### src/rtl/smart_home_ctrl_p_if.sv
// Sensor/actuator bundle for smart_home_ctrl_p.
// master drives the sensors, slave (the controller) drives the actuators.
interface smart_home_ctrl_p_if #(
  parameter int TEMP_W = 7,
  parameter int N_WIN  = 2
);
  logic              sfd;
  logic              srd;
  logic [N_WIN-1:0]  sw;
  logic              sfa;
  logic [TEMP_W-1:0] st;
  logic              ack;
  logic              fdoor;
  logic              rdoor;
  logic              winbuzz;
  logic              alarmbuzz;
  logic              heater;
  logic              cooler;
  logic [N_WIN-1:0]  win_mask;
  logic [2:0]        display;

  modport master (
    output sfd, srd, sw, sfa, st, ack,
    input  fdoor, rdoor, winbuzz, alarmbuzz, heater, cooler, win_mask, display
  );

  modport slave (
    input  sfd, srd, sw, sfa, st, ack,
    output fdoor, rdoor, winbuzz, alarmbuzz, heater, cooler, win_mask, display
  );
endinterface

### src/rtl/smart_home_ctrl_p.sv
// Smart-home controller: debounced door/window/fire sensors, priority FSM, hysteretic climate.
// Optional macro SMART_HOME_ALARM_LATCH_EN holds ALARM until fire clears and ack is given.
module smart_home_ctrl_p #(
  parameter int TEMP_W  = 7,
  parameter int N_WIN   = 2,
  parameter int T_LO    = 50,
  parameter int T_HI    = 60,
  parameter int HYST    = 2,
  parameter int DEB_CYC = 4
) (
  input logic               clk,
  input logic               rst,
  smart_home_ctrl_p_if.slave bus
);

  localparam int N_CH  = N_WIN + 3;
  localparam int CNT_W = (DEB_CYC > 1) ? $clog2(DEB_CYC) : 1;
  localparam logic [CNT_W-1:0] CNT_LAST = CNT_W'(DEB_CYC - 1);
  // Thresholds are one bit wider than ST so T_LO+HYST can never wrap.
  localparam logic [TEMP_W:0] HEAT_ON  = (TEMP_W + 1)'(T_LO);
  localparam logic [TEMP_W:0] HEAT_OFF = (TEMP_W + 1)'(T_LO + HYST);
  localparam logic [TEMP_W:0] COOL_ON  = (TEMP_W + 1)'(T_HI);
  localparam logic [TEMP_W:0] COOL_OFF = (TEMP_W + 1)'(T_HI - HYST);

  typedef enum logic [2:0] {
    IDLE    = 3'd0,
    FDOOR   = 3'd1,
    RDOOR   = 3'd2,
    WINDOW  = 3'd3,
    ALARM   = 3'd4,
    CLIMATE = 3'd5
  } state_t;

  logic [N_CH-1:0]  raw_s;
  logic [N_CH-1:0]  filt_r;
  logic [CNT_W-1:0] cnt_r [N_CH];
  logic [N_WIN-1:0] sw_f_s;
  logic             sfd_f_s, srd_f_s, sfa_f_s;
  state_t           state_r, req_s, state_nxt_s;
  logic [TEMP_W:0]  st_x_s;
  logic             heat_raw_s, cool_raw_s, heat_nxt_s, cool_nxt_s, block_s;
  logic             heater_r, cooler_r;
  logic             fdoor_r, rdoor_r, winbuzz_r, alarmbuzz_r;
  logic [N_WIN-1:0] win_mask_r;
  logic [2:0]       display_r;

  assign raw_s   = {bus.sfa, bus.srd, bus.sfd, bus.sw};
  assign sw_f_s  = filt_r[N_WIN-1:0];
  assign sfd_f_s = filt_r[N_WIN];
  assign srd_f_s = filt_r[N_WIN+1];
  assign sfa_f_s = filt_r[N_WIN+2];

  // Per-channel debounce: flip only after DEB_CYC consecutive differing samples.
  always_ff @(posedge clk) begin
    if (rst) begin
      filt_r <= '0;
      for (int i = 0; i < N_CH; i++) cnt_r[i] <= '0;
    end else begin
      for (int i = 0; i < N_CH; i++) begin
        if (raw_s[i] == filt_r[i]) begin
          cnt_r[i] <= '0;
        end else if (cnt_r[i] == CNT_LAST) begin
          filt_r[i] <= raw_s[i];
          cnt_r[i]  <= '0;
        end else begin
          cnt_r[i] <= cnt_r[i] + CNT_W'(1);
        end
      end
    end
  end

  // Priority request and next-state selection; unused codes fall back to IDLE.
  always_comb begin
    req_s       = IDLE;
    state_nxt_s = IDLE;
    if (sfa_f_s)                   req_s = ALARM;
    else if (sfd_f_s)              req_s = FDOOR;
    else if (srd_f_s)              req_s = RDOOR;
    else if (|sw_f_s)              req_s = WINDOW;
    else if (heater_r || cooler_r) req_s = CLIMATE;
    else                           req_s = IDLE;
    case (state_r)
      IDLE, FDOOR, RDOOR, WINDOW, CLIMATE: state_nxt_s = req_s;
`ifdef SMART_HOME_ALARM_LATCH_EN
      ALARM: begin
        if (!sfa_f_s && bus.ack) state_nxt_s = req_s;
        else                     state_nxt_s = ALARM;
      end
`else
      ALARM: state_nxt_s = req_s;
`endif
      default: state_nxt_s = IDLE;
    endcase
  end

`ifndef SMART_HOME_ALARM_LATCH_EN
  logic ack_unused_s;
  assign ack_unused_s = bus.ack;
`endif

  // Climate hysteresis; heater wins the (parameter-excluded) overlap, ALARM blocks both.
  always_comb begin
    st_x_s     = {1'b0, bus.st};
    heat_raw_s = heater_r;
    cool_raw_s = cooler_r;
    if (st_x_s < HEAT_ON)        heat_raw_s = 1'b1;
    else if (st_x_s >= HEAT_OFF) heat_raw_s = 1'b0;
    else                         heat_raw_s = heater_r;
    if (st_x_s > COOL_ON)        cool_raw_s = 1'b1;
    else if (st_x_s <= COOL_OFF) cool_raw_s = 1'b0;
    else                         cool_raw_s = cooler_r;
    block_s    = (state_nxt_s == ALARM);
    heat_nxt_s = heat_raw_s & ~block_s;
    cool_nxt_s = cool_raw_s & ~heat_raw_s & ~block_s;
  end

  // State register with outputs decoded from the next state so they align with it.
  always_ff @(posedge clk) begin
    if (rst) begin
      state_r     <= IDLE;
      fdoor_r     <= 1'b0;
      rdoor_r     <= 1'b0;
      winbuzz_r   <= 1'b0;
      alarmbuzz_r <= 1'b0;
      heater_r    <= 1'b0;
      cooler_r    <= 1'b0;
      win_mask_r  <= '0;
      display_r   <= 3'd0;
    end else begin
      state_r     <= state_nxt_s;
      fdoor_r     <= (state_nxt_s == FDOOR);
      rdoor_r     <= (state_nxt_s == RDOOR);
      winbuzz_r   <= (state_nxt_s == WINDOW);
      alarmbuzz_r <= (state_nxt_s == ALARM);
      heater_r    <= heat_nxt_s;
      cooler_r    <= cool_nxt_s;
      win_mask_r  <= sw_f_s;
      display_r   <= state_nxt_s;
    end
  end

  assign bus.fdoor     = fdoor_r;
  assign bus.rdoor     = rdoor_r;
  assign bus.winbuzz   = winbuzz_r;
  assign bus.alarmbuzz = alarmbuzz_r;
  assign bus.heater    = heater_r;
  assign bus.cooler    = cooler_r;
  assign bus.win_mask  = win_mask_r;
  assign bus.display   = display_r;

endmodule

### src/flat_wrapper.sv
// flat-port wrapper written by rule: the top's interface ports become plain ports
module smart_home_ctrl_p_flat 
#(
  parameter int TEMP_W  = 7,
  parameter int N_WIN   = 2,
  parameter int T_LO    = 50,
  parameter int T_HI    = 60,
  parameter int HYST    = 2,
  parameter int DEB_CYC = 4
)
  (clk, rst, bus_sfd, bus_srd, bus_sw, bus_sfa, bus_st, bus_ack, bus_fdoor, bus_rdoor, bus_winbuzz, bus_alarmbuzz, bus_heater, bus_cooler, bus_win_mask, bus_display);
  smart_home_ctrl_p_if #(.TEMP_W(TEMP_W), .N_WIN(N_WIN)) bus_i ();
  input logic clk;
  input logic rst;
  input wire logic [$bits(bus_i.sfd)-1:0] bus_sfd;
  input wire logic [$bits(bus_i.srd)-1:0] bus_srd;
  input wire logic [$bits(bus_i.sw)-1:0] bus_sw;
  input wire logic [$bits(bus_i.sfa)-1:0] bus_sfa;
  input wire logic [$bits(bus_i.st)-1:0] bus_st;
  input wire logic [$bits(bus_i.ack)-1:0] bus_ack;
  output wire logic [$bits(bus_i.fdoor)-1:0] bus_fdoor;
  output wire logic [$bits(bus_i.rdoor)-1:0] bus_rdoor;
  output wire logic [$bits(bus_i.winbuzz)-1:0] bus_winbuzz;
  output wire logic [$bits(bus_i.alarmbuzz)-1:0] bus_alarmbuzz;
  output wire logic [$bits(bus_i.heater)-1:0] bus_heater;
  output wire logic [$bits(bus_i.cooler)-1:0] bus_cooler;
  output wire logic [$bits(bus_i.win_mask)-1:0] bus_win_mask;
  output wire logic [$bits(bus_i.display)-1:0] bus_display;
  assign bus_i.sfd = bus_sfd;
  assign bus_i.srd = bus_srd;
  assign bus_i.sw = bus_sw;
  assign bus_i.sfa = bus_sfa;
  assign bus_i.st = bus_st;
  assign bus_i.ack = bus_ack;
  assign bus_fdoor = bus_i.fdoor;
  assign bus_rdoor = bus_i.rdoor;
  assign bus_winbuzz = bus_i.winbuzz;
  assign bus_alarmbuzz = bus_i.alarmbuzz;
  assign bus_heater = bus_i.heater;
  assign bus_cooler = bus_i.cooler;
  assign bus_win_mask = bus_i.win_mask;
  assign bus_display = bus_i.display;
  smart_home_ctrl_p #(.TEMP_W(TEMP_W), .N_WIN(N_WIN), .T_LO(T_LO), .T_HI(T_HI), .HYST(HYST), .DEB_CYC(DEB_CYC)) u_core (.clk(clk), .rst(rst), .bus(bus_i));
endmodule
### config.mk
export PLATFORM = sky130hd
export DESIGN_NAME = smart_home_ctrl_p_flat
export DESIGN_NICKNAME = d
export VERILOG_FILES = /design/src/rtl/smart_home_ctrl_p_if.sv /design/src/rtl/smart_home_ctrl_p.sv /design/src/flat_wrapper.sv
export SDC_FILE = /design/constraint.sdc
export NUM_CORES = 1
export LEC_CHECK = 0
export ABC_AREA = 1
export BUFFER_PORTS_ARGS = -buffer_cell sky130_fd_sc_hd__buf_2
export CAP_MARGIN = 5
export CORE_MARGIN = 5
export CORE_UTILIZATION = 52
export CTS_CLUSTER_SIZE = 20
export DETAILED_ROUTE_END_ITERATION = 7
export GPL_TIMING_DRIVEN = 0
export PLACE_DENSITY = 0.82
export SLEW_MARGIN = 20
export SYNTH_ARGS = -nofsm -noshare
export SYNTH_HDL_FRONTEND = slang
export SYNTH_SLANG_ARGS = --single-unit
### constraint.sdc
create_clock -name clk -period 1.15 [get_ports clk]
set_input_delay 0.1725 -clock clk [delete_from_list [all_inputs] [get_ports clk]]
set_output_delay 0.1725 -clock clk [all_outputs]
set_load 0.005 [all_outputs]
; Word-level counts from Yosys, hierarchy flattened
; Memory sizes are Yosys's and may differ from the RTL's.
; Index checks and enable logic that the tools add are counted.
[word_totals]
ff_bits = 16
ram_bits = 10
input_bits = 15
out_inout_bits = 11
wordCells = 158
n_memories = 1
[classes]
add_sub_neg = 5
magnitude_cmp = 4
n_eq_ne = 19
n_mux = 82
bitwise_logic = 25
reduce_logical = 9
[mem_list]
columns = memory, words, width, rd, rd_clocked_by_memory_dff, wr, line_no
row1 = u_core.cnt_r, 5, 2, 5, 0, 5, smart_home_ctrl_p.sv:36  ; logic [CNT_W-1:0] cnt_r [N_CH];
[op_table]
columns = operator, count
row1 = $mux W1, 61
row2 = $mux W2, 15
row3 = $mux W3, 6
row4 = $or A1 B1 Y1, 15
row5 = $eq A3 B2 Y1 const B, 4
row6 = $add A2 B1 Y2 const B, 5
row7 = $eq A2 B2 Y1 const B, 5
row8 = $reduce_and A2 Y1, 5
row9 = $eq A3 B3 Y1 const B, 3
row10 = $ge A7 B6 Y1 const B, 1
row11 = $gt A7 B6 Y1 const B, 1
row12 = $le A7 B6 Y1 const B, 1
row13 = $lt A7 B6 Y1 const B, 1
row14 = $not A1 Y1, 7
row15 = $eq A3 B1 Y1 const B, 2
row16 = $reduce_or A6 Y1, 1
row17 = $eq A1 B1 Y1, 5
row18 = $and A1 B1 Y1, 3
row19 = $logic_not A3 Y1, 1
row20 = $reduce_or A2 Y1, 1
row21 = $logic_or A1 B1 Y1, 1

; Logic depth before layout (Yosys ltp)
[depth]
depth_word = 10
depth_mapped = 8
depth_no_buf = 8

; Worst setup path after synthesis
; OpenSTA, ideal clock, no wires.
[synth_timing]
path_type = register -> register
from = mem u_core.cnt_r[0][0] (netlist bit)
to = mem u_core.cnt_r[0][0] (netlist bit), data pin
setup_ns = 0.139
arrival_time_ns = 0.883
required_ns = 1.011
setup_slack_ns = 0.128
stages_incl_launch_ff = 5
path_buffers = 0
period_less_slack_ns = 1.022
path_cell_list = edfxtp_1 -> ha_1 -> a21oi_1 -> o211ai_1 -> nor2_1
[synth_lines]
columns = item, line_no
row1 = start: declaration, smart_home_ctrl_p.sv:36

==> results_dict.tcl <==
set metrics [dict create \
    grt_setup_unrepaired "true" \
    dp_hpwl_um 1790 \
    grt.total_usage_pct 14.6 \
    critical_path.cell_chain "ha_4, a21oi_2, o211ai_1, nor2_1" \
    worst_hold_slack_ps 84.6 \
    post_drt_wl_per_cell_um 11.8 \
    min_path_type "in -> reg" \
    finalSetupViolCount 0 \
    rrSetupSlack_ps 3 \
    power.total_mw 2.04 \
    worstSetupPathType "reg -> reg" \
    p_int_mw 1.52 \
    switching_power_mw 0.516 \
    area_delta_synth_final_pct 28.6 \
    synth_xor_area_share_pct 1.48 \
    clkSinkCount 26 \
    fin_nets 199 \
    clock_latency_ps 320 \
    start_kind "flop" \
    firstDrtPassIters 5 \
    cpPeakStageDelay_ps 460 \
    cts.clk_slew.worst_paths_ps 150 \
    sw_frac_of_total_pct 25.3 \
    final.setup_skew_ps 7.19 \
    cts_buffers 3 \
    synthSimpleGateAreaFrac_pct 22.5 \
    port_buffers 23 \
    power.leakage_nw 0.755 \
    synth.cell_area_um2 1190 \
    ys_seq_area_share_pct 52.3 \
    syn_area_per_cell_um2 8.72 \
    place_inst 196 \
    stdcell_area_um2 1530 \
    cpMaxStageDelayCell "edfxtp_1" \
    via_per_inst 4.77 \
    core.rowCount 17 \
    start_util_pct 54.1 \
    yosysUniqueCellTypes 22 \
    grt_pass1_wl_um 3750 \
    synth_top_family_by_area "simple AND/OR/NAND/NOR gates" \
    required_ps 1340 \
    seq_area_um2 624 \
    die_h_um 57.8 \
    ios 26 \
    ir_drop_mv 1.01 \
    synthAdderAreaFrac_pct 5.27 \
    cts-root-buf "clkbuf_4" \
    muxShareOfSynthArea_pct 0 \
    cts_hold_buffers 0 \
    wirelength_um 2440 \
    worstPathMaxFanout 2 \
    cts_buffer_depth 2 \
    fmaxAchievable_mhz 872 \
    cts_tree "done" \
    clkPwrFrac_pct 30.6 \
    drt.antenna.violating_nets 0 \
    ys_warn_count 0 \
    fill_cells 173 \
    p_comb_share_pct 16.9 \
    power.density_nw_per_um2 1340 \
    antenna_found_initial 0 \
    antenna-diode-count 0 \
    grt-ovfl-total 0 \
    end_kind "flop" \
    max-cap-violations 0 \
    final-instance-count-excl-fill 206 \
    multi_input_area_um2 544 \
    place.gp.congestion 0.798 \
    design.die.area_um2 3340 \
    hold_violations 0 \
    die_w_um 57.8 \
    grt_max_degree 16 \
    ctsHtreeMaxLevel 1 \
    vias 983 \
    finalCriticalPeriod_ps 1150 \
    drv_slew 0 \
    cp.arrival_ps 1330 \
    drt_iter0_markers 38 \
    syn_inst 136 \
    drive_gt1_share_pct 36.0 \
    synth_seq_cells 26 \
    place_area_um2 1370 \
    seq_power_share_pct 52.4 \
    status "finished clean" \
    drc_errors 0 \
    min_period_over_period_pct 99.8 \
    synth-compound-area-share_pct 8.97 \
    grt_pass1_vias 908 \
    core_um2 2190 \
]
power groups by stage:
stage                     clock, mW  sequential, mW  combinational, mW
final                         0.625            1.07              0.346
after global placement            0            1.08              0.283
after CTS                     0.639            1.06              0.303
after floorplan                   0            1.08              0.202
after global routing          0.683            1.08              0.397
after detailed placement          0            1.08              0.300
path summary, 6_finish.rpt:
kind,startpoint,end,cells after the start
setup / recovery,u_core.cnt_r[4][0],u_core.cnt_r[4][0],4
hold / removal,rst,u_core.state_r[0],2
setup reg to reg,u_core.cnt_r[4][0],u_core.cnt_r[4][0],4
hold reg to reg,u_core.filt_r[1],u_core.bus.win_mask[1],2
timing repair:
action,in CTS,in global routing
hold endpoints to repair,0,0
setup buffers,1,5
pin swaps,0,9
gates resized for setup,0,17
setup endpoints to repair,1,10
layout make-up:
class	instances	share of cell area, %
buffer	2	0.984
clock buffer	3	1.48
clock inverter	1	1.97
inverter	25	6.15
multi-input combinational	92	35.7
sequential	26	40.9
tap	28	2.30
timing repair buffer	29	10.5
per-layer routing:
layer | vias to the layer above | GRT usage, % | part of all wire (%)
met5 | - | 0 | 0
met4 | 0 | 8.61 | 1.1
met3 | 2 | 2.45 | 5.9
met2 | 22 | 27.3 | 54
met1 | 457 | 15.2 | 39
li1 | 502 | - | -
layout by cell type, fill, tap and decap left out, types with 3 or more instances in the layout:
| cell type | count |
|---|---|
| buf_2 | 23 |
| nor2_1 | 20 |
| inv_1 | 19 |
| nand2_1 | 16 |
| dfxtp_1 | 13 |
| edfxtp_1 | 10 |
| conb_1 | 10 |
| buf_4 | 8 |
| nand3_1 | 8 |
| inv_2 | 6 |
| a21oi_1 | 5 |
| nor2_2 | 4 |
| a21oi_2 | 3 |
| o211ai_1 | 3 |
| nand2_2 | 3 |
| nor2_4 | 3 |
| clkbuf_4 | 3 |
| dfxtp_2 | 3 |
synth_stat cells:
cell type   n  area share [%]
nor2_1     22             7.0
inv_1      20             6.3
dfxtp_1    16              27
nand2_1    16             5.1
edfxtp_1   10              25
nand3_1     9             3.8
a21oi_1     8             3.4
ha_1        5             5.3
inv_2       5             1.6
nand2_2     4             2.1
nor2_2      4             2.1
o211ai_1    3             1.9
buf_4       2             1.3
o21ai_0     2            0.84
o21ai_1     2            0.84
xor2_1      2             1.5
a21oi_4     1             1.4
conb_1      1            0.32
nand2_4     1            0.95
nand4_1     1            0.53
nor2_4      1            0.95
o31ai_1     1            0.63
cell families after synthesis:
logic type               after synthesis
AND/OR/NAND/NOR                       58
buffers and inverters                 27
flip-flops                            26
AO/OA/AOI/OAI                         17
adder cells (fa/ha/maj)                5
XOR/XNOR                               2
other                                  1
worst max-delay path, delay by kind of cell (launching register included):
family,cells,cell delay (ps)
AOI/OAI and AO/OA,2,230
adders and majority gates,1,190
DFF,1,460
and+or+nand+nor,1,130
sequential cells by signal (all words and copies together) (netlist names):
name and flops:
u_core.cnt_r 10, u_core.filt_r 5, u_core.state_r 3, u_core.bus.win_mask 2, u_core.bus.alarmbuzz 1, u_core.bus.cooler 1, u_core.bus.fdoor 1, u_core.bus.heater 1
u_core.bus.rdoor 1, u_core.bus.winbuzz 1
stage by stage:
| step | TNS (ps) | worst slack, ps | util [%] |
|---|---|---|---|
| floorplan | 0 | 128 | - |
| global placement | 0 | 80.9 | 62.5 |
| detailed placement | 0 | 20.7 | 62.5 |
| CTS | 0 | 0.442 | 65.3 |
| global route | -220 | -76.9 | 69.6 |
| finish | 0 | 2.63 | 69.6 |
Power figures use the tool's default switching activity.
